--- src/rtl/fifo_arb_pkg.sv ---
// Shared helpers for the arbitrated FIFO controller: round-robin pick and
// rotation-pointer width.
package fifo_arb_pkg;

   localparam int unsigned MAX_NREQ = 8;

   function automatic int unsigned rr_ptr_width(input int unsigned nreq);
      return (nreq > 1) ? $clog2(nreq) : 1;
   endfunction

   // Walk offsets from farthest to nearest so the nearest asserted request wins.
   function automatic int unsigned rr_pick(input logic [MAX_NREQ-1:0] req,
                                           input int unsigned ptr,
                                           input int unsigned nreq);
      logic [2:0] idx;
      int unsigned pick;
      pick = ptr;
      for (int unsigned o = nreq; o > 0; o--) begin
         idx = 3'((ptr + o - 1) % nreq);
         if (req[idx]) pick = 32'(idx);
      end
      return pick;
   endfunction

endpackage

--- src/rtl/rr_arbiter.sv ---
// Round-robin arbiter: one-hot grant scanning upward from ptr, plus the
// rotation pointer to use after a grant.
module rr_arbiter
   import fifo_arb_pkg::*;
#(
   parameter int unsigned NREQ = 4,
   localparam int unsigned PW  = rr_ptr_width(NREQ)
) (
   input  logic [NREQ-1:0] req,
   input  logic [PW-1:0]   ptr,
   output logic [NREQ-1:0] grant,
   output logic [PW-1:0]   next_ptr
);

   logic [MAX_NREQ-1:0] req_ext;
   logic [PW-1:0]       pick;

   always_comb begin
      req_ext             = '0;
      req_ext[NREQ-1:0]   = req;
      pick                = PW'(rr_pick(req_ext, 32'(ptr), NREQ));
      grant               = '0;
      if (|req) grant[pick] = 1'b1;
      next_ptr            = (pick == PW'(NREQ - 1)) ? '0 : pick + 1'b1;
   end

endmodule

--- src/rtl/fifo_arb_ctrl.sv ---
// Shared-fifomem controller: round-robin write arbitration, pointers, count/flags.
// Optional stall counter enabled by defining FIFO_ARB_OVF_CNT_EN.
module fifo_arb_ctrl
   import fifo_arb_pkg::*;
#(
   parameter int unsigned DATASIZE = 8,
   parameter int unsigned ADDRSIZE = 4,
   parameter int unsigned NREQ     = 4,
   parameter int unsigned AF_LEVEL = 12
) (
   input  logic                     wclk,
   input  logic                     wrst,
   input  logic                     flush,
   input  logic [NREQ-1:0]          req_valid,
   input  logic [NREQ*DATASIZE-1:0] req_data,
   output logic [NREQ-1:0]          req_ready,
   input  logic                     rd_en,
   output logic                     rd_valid,
   output logic [DATASIZE-1:0]      rd_data,
   output logic [ADDRSIZE-1:0]      count,
   output logic                     full,
   output logic                     almost_full,
   output logic [15:0]              ovf_cnt,
   output logic [ADDRSIZE-1:0]      mem_waddr,
   output logic [ADDRSIZE-1:0]      mem_raddr,
   output logic [DATASIZE-1:0]      mem_wdata,
   output logic                     mem_wclken,
   output logic                     mem_wfull,
   input  logic [DATASIZE-1:0]      mem_rdata
);

   localparam int unsigned PW = rr_ptr_width(NREQ);
   localparam logic [ADDRSIZE-1:0] CNT_MAX = '1;

   logic [ADDRSIZE-1:0] wptr, rptr, count_next;
   logic [PW-1:0]       rr_ptr, rr_next;
   logic [NREQ-1:0]     req_elig;
   logic                wr, rd;

   // Reset gates the grant combinationally so req_ready drops with wrst.
   assign req_elig = req_valid & {NREQ{~full & ~flush & ~wrst}};

   rr_arbiter #(.NREQ(NREQ)) u_arb (
      .req      (req_elig),
      .ptr      (rr_ptr),
      .grant    (req_ready),
      .next_ptr (rr_next)
   );

   assign wr         = |req_ready;
   assign rd         = rd_en & rd_valid & ~flush;
   assign rd_valid   = (count != '0);
   assign rd_data    = mem_rdata;
   assign mem_waddr  = wptr;
   assign mem_raddr  = rptr;
   assign mem_wclken = wr;
   assign mem_wfull  = 1'b0;

   always_comb begin
      mem_wdata = '0;
      for (int unsigned i = 0; i < NREQ; i++)
         if (req_ready[i]) mem_wdata = req_data[i*DATASIZE +: DATASIZE];
   end

   always_comb begin
      count_next = count;
      if (flush)          count_next = '0;
      else if (wr && !rd) count_next = count + 1'b1;
      else if (!wr && rd) count_next = count - 1'b1;
   end

   always_ff @(posedge wclk or posedge wrst) begin
      if (wrst) begin
         wptr        <= '0;
         rptr        <= '0;
         count       <= '0;
         rr_ptr      <= '0;
         full        <= 1'b0;
         almost_full <= 1'b0;
      end else begin
         count       <= count_next;
         full        <= (count_next == CNT_MAX);
         almost_full <= (32'(count_next) >= AF_LEVEL);
         if (flush) begin
            wptr <= '0;
            rptr <= '0;
         end else begin
            if (wr) wptr <= wptr + 1'b1;
            if (rd) rptr <= rptr + 1'b1;
         end
         if (wr) rr_ptr <= rr_next;
      end
   end

`ifdef FIFO_ARB_OVF_CNT_EN
   logic [15:0] ovf_q;

   always_ff @(posedge wclk or posedge wrst) begin
      if (wrst)
         ovf_q <= '0;
      else if (flush)
         ovf_q <= '0;
      else if ((|req_valid) && full && (ovf_q != '1))
         ovf_q <= ovf_q + 1'b1;
   end

   assign ovf_cnt = ovf_q;
`else
   assign ovf_cnt = '0;
`endif

endmodule
--- config.mk ---
export PLATFORM = sky130hd
export DESIGN_NAME = fifo_arb_ctrl
export DESIGN_NICKNAME = d
export VERILOG_FILES = /design/src/rtl/fifo_arb_pkg.sv /design/src/rtl/rr_arbiter.sv /design/src/rtl/fifo_arb_ctrl.sv
export SDC_FILE = /design/constraint.sdc
export NUM_CORES = 1
export LEC_CHECK = 0
export ABC_AREA = 1
export ABC_CLOCK_PERIOD_IN_PS = 3100
export CAP_MARGIN = 20
export CORE_ASPECT_RATIO = 0.8
export CORE_MARGIN = 1
export CORE_UTILIZATION = 34
export CTS_BUF_LIST = sky130_fd_sc_hd__clkbuf_16
export DETAILED_ROUTE_END_ITERATION = 10
export PLACE_DENSITY = 0.78
export SYNTH_ARGS = -nofsm -noshare
export SYNTH_HDL_FRONTEND = slang
export SYNTH_SLANG_ARGS = --single-unit
--- constraint.sdc ---
create_clock -name wclk -period 3.1 [get_ports wclk]
set_input_delay 0.465 -clock wclk [delete_from_list [all_inputs] [get_ports wclk]]
set_output_delay 0.465 -clock wclk [all_outputs]
set_load 0.03 [all_outputs]
Word-level counts from Yosys, hierarchy flattened. Cells that the tools add are included.

Output and inout bits: 53. Word-level logic and storage cells: 73. Register bits after elaboration: 16. Bits of input ports: 48.

Magnitude comparators: 7. Bitwise logic cells: 8. $add $sub $neg: 13. Multiplexer cells: 27. Equal/unequal tests: 2. Reductions and logical operators: 10.

Operator list (number): $mux 4 (8); $mux 8 (4); $lt 2x4->1 const B (4); $add 4x1->4 const B (3); $mux 2 (5); $bmux 1 s2 (4); $reduce_or 4->1 (2); $sub 2x1->2 const B (4); $add 2x1->2 const B (3); $mux 1 (5); $add 2x2->2 const B (2); $and 1x1->1 (4); $and 4x4->4 (1); $eq 4x4->1 const B (1); $ge 4x4->1 const B (1); $reduce_bool 2->1 (2); $reduce_bool 4->1 (1); $sub 4x1->4 const B (1); $logic_and 1x1->1 (3); $lt 2x3->1 const B (1); $not 1->1 (3); $demux 1 s2 (1); $eq 2x2->1 const B (1); $ge 2x1->1 const B (1); $logic_not 1->1 (2).

Longest topological paths before layout. Gate-level depths: netlist (run 1).

Depth after elaboration: 22. Gate-level depth with buffers: 23. Mapped depth without buffers: 23.

Modules after synthesis. A second synthesis (run 1) with hierarchy kept.

Cell total of the unflattened synthesis: 271. Area, all modules: 1798.0 um^2.

Modules (own cells, without submodules): fifo_arb_ctrl (area an instance 1478.9 um^2, seq. area each 400.4 um^2, cells each 207, times used 1); rr_arbiter (area an instance 319.1 um^2, seq. area each 0.0 um^2, cells each 64, times used 1).

Least setup slack after synthesis (run 1). Ideal clock, no wire load.

Path type: input -> output. Start point: input wrst. End point: output mem_wdata[0]. Required time: 2.635 ns. Buffers on the path: 0. Slack: -0.718 ns. Data arrival time: 3.353 ns. Stages on the path: 16. Cell sequence: inv_1 nand2_1 inv_1 nand2_1 o21ai_0 nand2_1 nand3_1 a31oi_1 o21ai_0 ha_1 nand2_2 clkinv_1 nand2_1 nand3_1 o21ai_0 o21ai_0.

Elaborated cells on any way between the ends: 26. Those cells by class: 2 x order compare; 19 x mux; 3 x bitwise; 2 x reduce/logical.

RTL lines: from (decl) (line fifo_arb_ctrl.sv:12) `input logic wrst,`; $not 1->1 * (line fifo_arb_ctrl.sv:41) `assign req_elig = req_valid & {NREQ{~full & ~flush & ~wrst}};`; $and 1x1->1 * (line fifo_arb_ctrl.sv:41); $and 4x4->4 * (line fifo_arb_ctrl.sv:41); $bmux 1 s2 (line fifo_arb_pkg.sv:20) `if (req[idx]) pick = 32'(idx);`; $mux 1 (implied by the code) (line fifo_arb_pkg.sv:20); $mux 2 (4 in a row) (line fifo_arb_pkg.sv:20); $lt 2x3->1 (implied by the code) or $ge 2x1->1 (tied branches) (line rr_arbiter.sv:23) `if (|req) grant[pick] = 1'b1;`; $logic_and 1x1->1 (implied by the code) (line rr_arbiter.sv:23); $mux 1 (implied by the code) (line rr_arbiter.sv:23); $demux 1 s2; $mux 4 * (line rr_arbiter.sv:23); via req_ready[1] (line fifo_arb_ctrl.sv:16) `output logic [NREQ-1:0] req_ready,`; $mux 8 * (3 in a row) (line fifo_arb_ctrl.sv:62) `if (req_ready[i]) mem_wdata = req_data[i*DATASIZE +: DATASIZE];`; to (decl) (line fifo_arb_ctrl.sv:26) `output logic [DATASIZE-1:0] mem_wdata,`.

The timed path passes the listed nets; every way through them passes the cells marked *. The select of a mux whose other input is x is not followed.

Worst setup path after layout (run 1).
Start point: register full. End point: output mem_wdata[7].

Word-level cells in the longest chain between the ends: 19. Elaborated cells on any way between the ends: 27. Those cells by class: 2 x order compare; 19 x mux; 4 x bitwise; 2 x reduce/logical.

RTL lines: from (decl) (line fifo_arb_ctrl.sv:21) `output logic full,`; from (signal assigned) (line fifo_arb_ctrl.sv:82) `full <= (count_next == CNT_MAX);`; $not 1->1 * (line fifo_arb_ctrl.sv:41); $and 1x1->1 * (2 in a row) (line fifo_arb_ctrl.sv:41); $and 4x4->4 * (line fifo_arb_ctrl.sv:41); $bmux 1 s2 (line fifo_arb_pkg.sv:20); $mux 1 (implied by the code) (line fifo_arb_pkg.sv:20); $mux 2 (4 in a row) (line fifo_arb_pkg.sv:20); $lt 2x3->1 (implied by the code) or $ge 2x1->1 (tied branches) (line rr_arbiter.sv:23); $logic_and 1x1->1 (implied by the code) (line rr_arbiter.sv:23); $mux 1 (implied by the code) (line rr_arbiter.sv:23); $demux 1 s2; $mux 4 * (line rr_arbiter.sv:23); $mux 8 (3 in a row) (line fifo_arb_ctrl.sv:62); $mux 8 * (line fifo_arb_ctrl.sv:62).

Mark *: on every way between the ends. The rest lies on a longest branch, timed or not. The select of a mux whose other input is x is not followed.

==> impl_metrics.ini, run 1 <==
[final_layout]
nNetsFinal = 383
drive_above_1_share = 0.368
postLayoutCoreUtil = 0.617
final_area_um2 = 2840
area_growth_pct = 74.9
fillCellCount = 384
diodes = 0

[floorplan]
dieWidth_um = 79.2
rows = 22
core-area_um2 = 4600
die-area_um2 = 5050
initial_core_util = 0.353
die_y_um = 63.8
io_pins = 101

[setup_path]
worstSetupEndpointType = output pin
worst_r2r_endpoint = full$_DFF_PP0_
r2r_setup_slack_ps = 170
crit_type = reg2out
critPathMaxFanout = 5
worst_setup_path_start_kind = flop
crit_end = mem_wdata[7]
cp.required_ps = 2630
startpoint = full$_DFF_PP0_
crit_arrival_ps = 2690
r2r_cells = 21
regToRegStartpoint = full$_DFF_PP0_

[outcome]
violations = negative setup slack
status = finished with violations

[sta]
period_share = 1.02
finalCriticalPeriod_ps = 3160
rsz0062_at_grt = yes
slew_violations = 0
finalClockSkew_ps = 1.25
hold_viol_final = 0
holdWs_ps = 503
setup_viol = 8
fmax_mhz = 317
setup_slack_ps = -56.0

[cts]
clk_path_buf_depth = 2
ctsHoldBuffers = 0
clock-root-buffer = clkbuf_16
cts_tree = built
htreeDepth = 1
clk-insertion-delay-late_ps = 250
numCtsBuffers = 3
cts_sinks = 16
path_clk_slew_ps = 50

[power]
p_per_area_nw_per_um2 = 948
p_seq_frac = 0.122
pwr-share-clk = 0.096
irDropWorstVdd_mv = 0.556
p_int_w = 0.00130
p_sw_frac = 0.516
comb_power_share = 0.782
power.switching_w = 0.00139
p_leak_nw = 1.36

[yosys]
synthXorXnorAreaFrac = 0.0162
ys_seq_elements = 16
yosys_warnings = 0
synth-edff-count = 0
synthFlopType = dfrtp_1
ys_seq_area_frac = 0.247
synth_fa_ha_area_frac = 0.0617
syn_inst = 239
synth_top_family_by_area = simple AND/OR/NAND/NOR gates
muxShareOfSynthArea = 0.00617
synth-simple-area-share = 0.333
synthDistinctLibCells = 31
avgSynthCellArea_um2 = 6.78
netlist_area_um2 = 1620
synth_async_sr_flop_share = 1.00
synth_compound_area_frac = 0.135

[drt]
avgRoutedWirePerCell_um = 13.5
wl_mm = 5.20
route.vias.total = 1840
drt_iter0_drc = 119
vias_per_cell = 4.77
drc_errors = 0
ant_nets = 0
first_pass_iters = 4

[global_route]
grt_pass1_vias = 1691
overflow = 0
grtUsageTotal = 0.190
antenna_found_initial = 0
grt_pass1_wl_mm = 7.65
grt_max_degree = 19

[placement]
gp_congestion = 0.846
dpl-instance-area_um2 = 2370
dp_hpwl_mm = 3.25
io_buffers = 67
dp_slack_ps = -598

[run]
cap_violations = 0

[min_path]
hold_path.class = reg2reg
==> synthesized netlist by cell type, types with 3 or more instances <==
cell,number,area share
o21ai_0,25,0.077
nor3_1,3,0.0093
nand3_1,30,0.093
ha_1,8,0.062
nor2_1,13,0.030
clkinv_1,3,0.0069
nand2_1,55,0.13
o21ai_1,4,0.012
a21oi_1,4,0.012
nand4_1,3,0.012
buf_4,25,0.12
dfrtp_1,16,0.25
inv_1,24,0.056
==> cells in the final DEF (no fill, tap or decap), drive strengths merged, types with 2 or more instances in the layout <==
cell	count
nand4	3
buf	37
conb	17
clkinv	4
a21oi	4
clkbuf	5
xor2	2
nor2	15
o211ai	2
ha	8
nand2	60
nand3	33
clkdlybuf4s50	48
o21ai	31
clkinvlp	2
inv	27
dlygate4sd2	3
nor3	3
dfrtp	16
==> cell type report <==
type                    count  area (µm²)  area share
well taps                  60        75.1      0.0265
repair buffers             92         851       0.300
repair inverters            3        22.5     0.00794
inverters                  29         133      0.0468
multi-input cells         182        1270       0.449
clock buffers               3        75.1      0.0265
clock inverters             1        3.75     0.00132
flip-flops and latches     16         402       0.142
==> registers in the layout, summed over array words and instances (netlist names) <==
| register | count |
|---|---|
| mem_raddr | 4 |
| mem_waddr | 4 |
| count | 4 |
| full | 1 |
| rr_ptr | 2 |
| almost_full | 1 |
==> cells by family after synthesis <==
group / Yosys count
xor+xnor: 3
compound gates: 38
flops: 16
buf+inv: 58
mux: 1
other cells: 1
fa+ha+maj: 8
simple gates: 114
==> stage by stage <==
stage / total power (W) / TNS, ps / instances
after floorplan: 0.00147 / 0 / 255
after global placement: 0.00192 / -6780 / 366
after detailed placement: 0.00194 / -7610 / 366
after CTS: 0.00253 / -212 / 380
after global routing: 0.00284 / -1130 / 386
final: 0.00269 / -253 / 386
==> worst max-delay path, stage by stage (launching register included) <==
cell and delay (ps):
dfrtp_1 410, nor2_4 130, nand2_4 80, inv_4 80, nand2_4 60, o21ai_1 160
nand2_1 90, nand3_1 90, a31oi_1 110, o21ai_2 190, buf_4 150, ha_4 190
nand2_8 100, inv_8 80, nand2_1 70, nand3_2 100, o21ai_2 60, o21ai_2 140
buf_6 150
==> routing by layer <==
layer  vias to the layer above  global-route usage  share of wire
met5                         -                   0              0
met4                         0              0.0523          0.011
met3                         9              0.0200          0.035
met2                        45               0.345           0.52
met1                       869               0.236           0.43
li1                        917                   -              -
==> timing repair <==
item / 4_1_cts / 5_1_grt
cloned: 2 / 2
gates resized for setup: 62 / 31
pin swaps: 16 / 17
buffers inserted: 8 / 4
hold endpoints to repair: 0 / 0
endpoints found under the setup margin: 16 / 14
==> how the worst min path moves through the flow <==
stage	from	endpoint	slack [ps]	cells after the start
after floorplan	wrst	almost_full$_DFF_PP0_	310	1
after global placement	mem_raddr[2]$_DFFE_PP0P_	mem_raddr[2]$_DFFE_PP0P_	490	1
after detailed placement	mem_raddr[2]$_DFFE_PP0P_	mem_raddr[2]$_DFFE_PP0P_	490	1
after CTS	mem_raddr[2]$_DFFE_PP0P_	mem_raddr[2]$_DFFE_PP0P_	500	1
after global routing	mem_raddr[2]$_DFFE_PP0P_	mem_raddr[2]$_DFFE_PP0P_	550	1
final	mem_raddr[2]$_DFFE_PP0P_	mem_raddr[2]$_DFFE_PP0P_	500	1
==> power groups by stage <==
stage               clock network (W)  registers [W]  logic, W
finish                       0.000258       0.000327   0.00210
global route                 0.000274       0.000336   0.00223
CTS                          0.000261       0.000314   0.00195
detailed placement                  0       0.000315   0.00163
global placement                    0       0.000314   0.00161
floorplan                           0       0.000353   0.00112
Note: power is estimated with default switching activity, not from simulation.
==> run 2: changes to the inputs <==
--- a/config.mk
+++ b/config.mk
@@ -8,12 +8,13 @@
 export ABC_AREA = 1
 export ABC_CLOCK_PERIOD_IN_PS = 3100
 export CAP_MARGIN = 20
-export CORE_ASPECT_RATIO = 0.8
+export CORE_ASPECT_RATIO = 0.75
 export CORE_MARGIN = 1
 export CORE_UTILIZATION = 34
 export CTS_BUF_LIST = sky130_fd_sc_hd__clkbuf_16
 export DETAILED_ROUTE_END_ITERATION = 10
 export PLACE_DENSITY = 0.78
+export SLEW_MARGIN = 10
 export SYNTH_ARGS = -nofsm -noshare
 export SYNTH_HDL_FRONTEND = slang
 export SYNTH_SLANG_ARGS = --single-unit
==> run 2 against run 1 <==
Net effect:
- the run still ends with negative setup slack left
- hold slack worse by 7.6 ps
- final area up 12%
- largest cell class unchanged
- global-route usage up 3.4 points
- clock power down 5%
- largest power group unchanged
- count of clock-buffer cells in the layout unchanged
- register-to-register slack worse by 230 ps
- worst setup slack worse by 210 ps
- sequential power about the same
==> impl_metrics.ini, run 2 (synthesis gave the netlist of run 1 again) <==
[outcome]
status = finished with violations
violations = negative setup slack

[cts]
numCtsBuffers = 3
clk_path_buf_depth = 2
htreeDepth = 1
clk-insertion-delay-late_ps = 240
path_clk_slew_ps = 50
ctsHoldBuffers = 0
cts_tree = built
clock-root-buffer = clkbuf_16
cts_sinks = 16

[setup_path]
worst_setup_path_start_kind = flop
cp.required_ps = 2630
crit_arrival_ps = 2900
worstSetupEndpointType = output pin
critPathMaxFanout = 6
crit_type = reg2out

[drt]
ant_nets = 0
drc_errors = 0
first_pass_iters = 5
wl_mm = 6.98
route.vias.total = 2132
vias_per_cell = 5.33
avgRoutedWirePerCell_um = 17.5
drt_iter0_drc = 120

[power]
p_per_area_nw_per_um2 = 1060
irDropWorstVdd_mv = 0.587
p_leak_nw = 1.49
report.power.total_w = 0.00337

[sta]
fmax_mhz = 297
slew_violations = 0
period_share = 1.08
finalClockSkew_ps = 3.53
setup_tns_ps = -2580
holdWs_ps = 495
setup_viol = 15
rsz0062_at_grt = yes
hold_viol_final = 0
slew_headroom = 0.644
finalCriticalPeriod_ps = 3360
setup_slack_ps = -262
tightest_slew_ps = 531

[final_layout]
nNetsFinal = 401
fillCellCount = 282
layout_commonest_cell = clkdlybuf4s50_1
drive_above_1_share = 0.437
area_growth_pct = 96.1
diodes = 0
final_cell_mix = clkdlybuf4s50_1, nand2_1, buf_4

[min_path]
hold_path.class = reg2reg

[floorplan]
io_pins = 101
dieWidth_um = 81.7
die-area_um2 = 5050
die_y_um = 61.8
initial_core_util = 0.359
rows = 21
core-area_um2 = 4520

[global_route]
overflow = 0
grt_pass1_wl_mm = 8.60
grt_max_degree = 19
grt_pass1_vias = 1841
antenna_found_initial = 0
grtUsageTotal = 0.224

[placement]
io_buffers = 67
dp_hpwl_mm = 3.38
gp_congestion = 0.817
dp_slack_ps = -577

[run]
cap_violations = 0
==> run 2: worst max-delay path, cell delays in order, from the launching register on <==
cell and delay, ps:
dfrtp_1 400, nor2_4 140, nand2_4 100, inv_4 90
nand2_4 70, o21ai_4 170, inv_2 70, o21ai_2 120
inv_1 70, o21ai_2 90, nand2_1 90, nand2_2 110
nand2_4 90, inv_4 90, ha_4 150, nand2_4 70
clkinv_4 90, buf_6 120, nand3_2 70, nand3_2 90
o21ai_4 70, o21ai_2 140, buf_6 140
==> run 2: area by class of cell <==
| type | instances | area (µm²) | area share |
|---|---|---|---|
| Clock buffer | 3 | 75.1 | 0.0236 |
| Inverter | 29 | 134 | 0.0421 |
| Multi-Input combinational cell | 183 | 1390 | 0.437 |
| Sequential cell | 16 | 402 | 0.126 |
| Tap cell | 57 | 71.3 | 0.0224 |
| Timing Repair Buffer | 112 | 1110 | 0.349 |
==> run 2: what timing repair did <==
action | 4_1_cts | 5_1_grt
pin swaps | 18 | 23
gates resized for setup | 81 | 53
hold endpoints to repair | 0 | 0
endpoints found under the setup margin | 16 | 22
gates cloned | 2 | 1
buffers inserted | 13 | 14
==> run 2: worst paths after layout <==
path | slack (ps) | depth (start not counted) | to | start
max in group asynchronous | 2370 | 4 | rr_ptr[0]$_DFFE_PP0P_ | wrst
worst min-delay path | 490 | 1 | mem_raddr[2]$_DFFE_PP0P_ | mem_raddr[2]$_DFFE_PP0P_
worst min register to register | 490 | 1 | mem_raddr[2]$_DFFE_PP0P_ | mem_raddr[2]$_DFFE_PP0P_
min in group asynchronous | 520 | 4 | mem_waddr[2]$_DFFE_PP0P_ | wrst
worst max-delay path | -260 | 22 | mem_wdata[3] | full$_DFF_PP0_
worst max register to register | -60 | 23 | full$_DFF_PP0_ | full$_DFF_PP0_
==> run 2: per-layer routing <==
metal | part of all wire | global-route usage | wire, µm
met4 | 0.025 | 0.0702 | 176
met2 | 0.50 | 0.385 | 3510
met1 | 0.40 | 0.284 | 2820
met3 | 0.068 | 0.0467 | 474
met5 | 0 | 0 | 0
==> run 2: report_power, final <==
| part | switching, W | total (W) | internal [W] |
|---|---|---|---|
| combinational | 0.00152 | 0.00280 | 0.00128 |
| clock | 0.0000756 | 0.000245 | 0.000169 |
| sequential | 0.0000689 | 0.000326 | 0.000257 |
==> run 2: through the flow <==
stage          std cells   util  area, µm²
6_report             400  0.703       3180
5_1_grt              400  0.703       3180
4_1_cts              386  0.628       2840
3_5_place_dp         368  0.537       2420
3_3_place_gp         368  0.537       2420
2_1_floorplan        255      -       1770
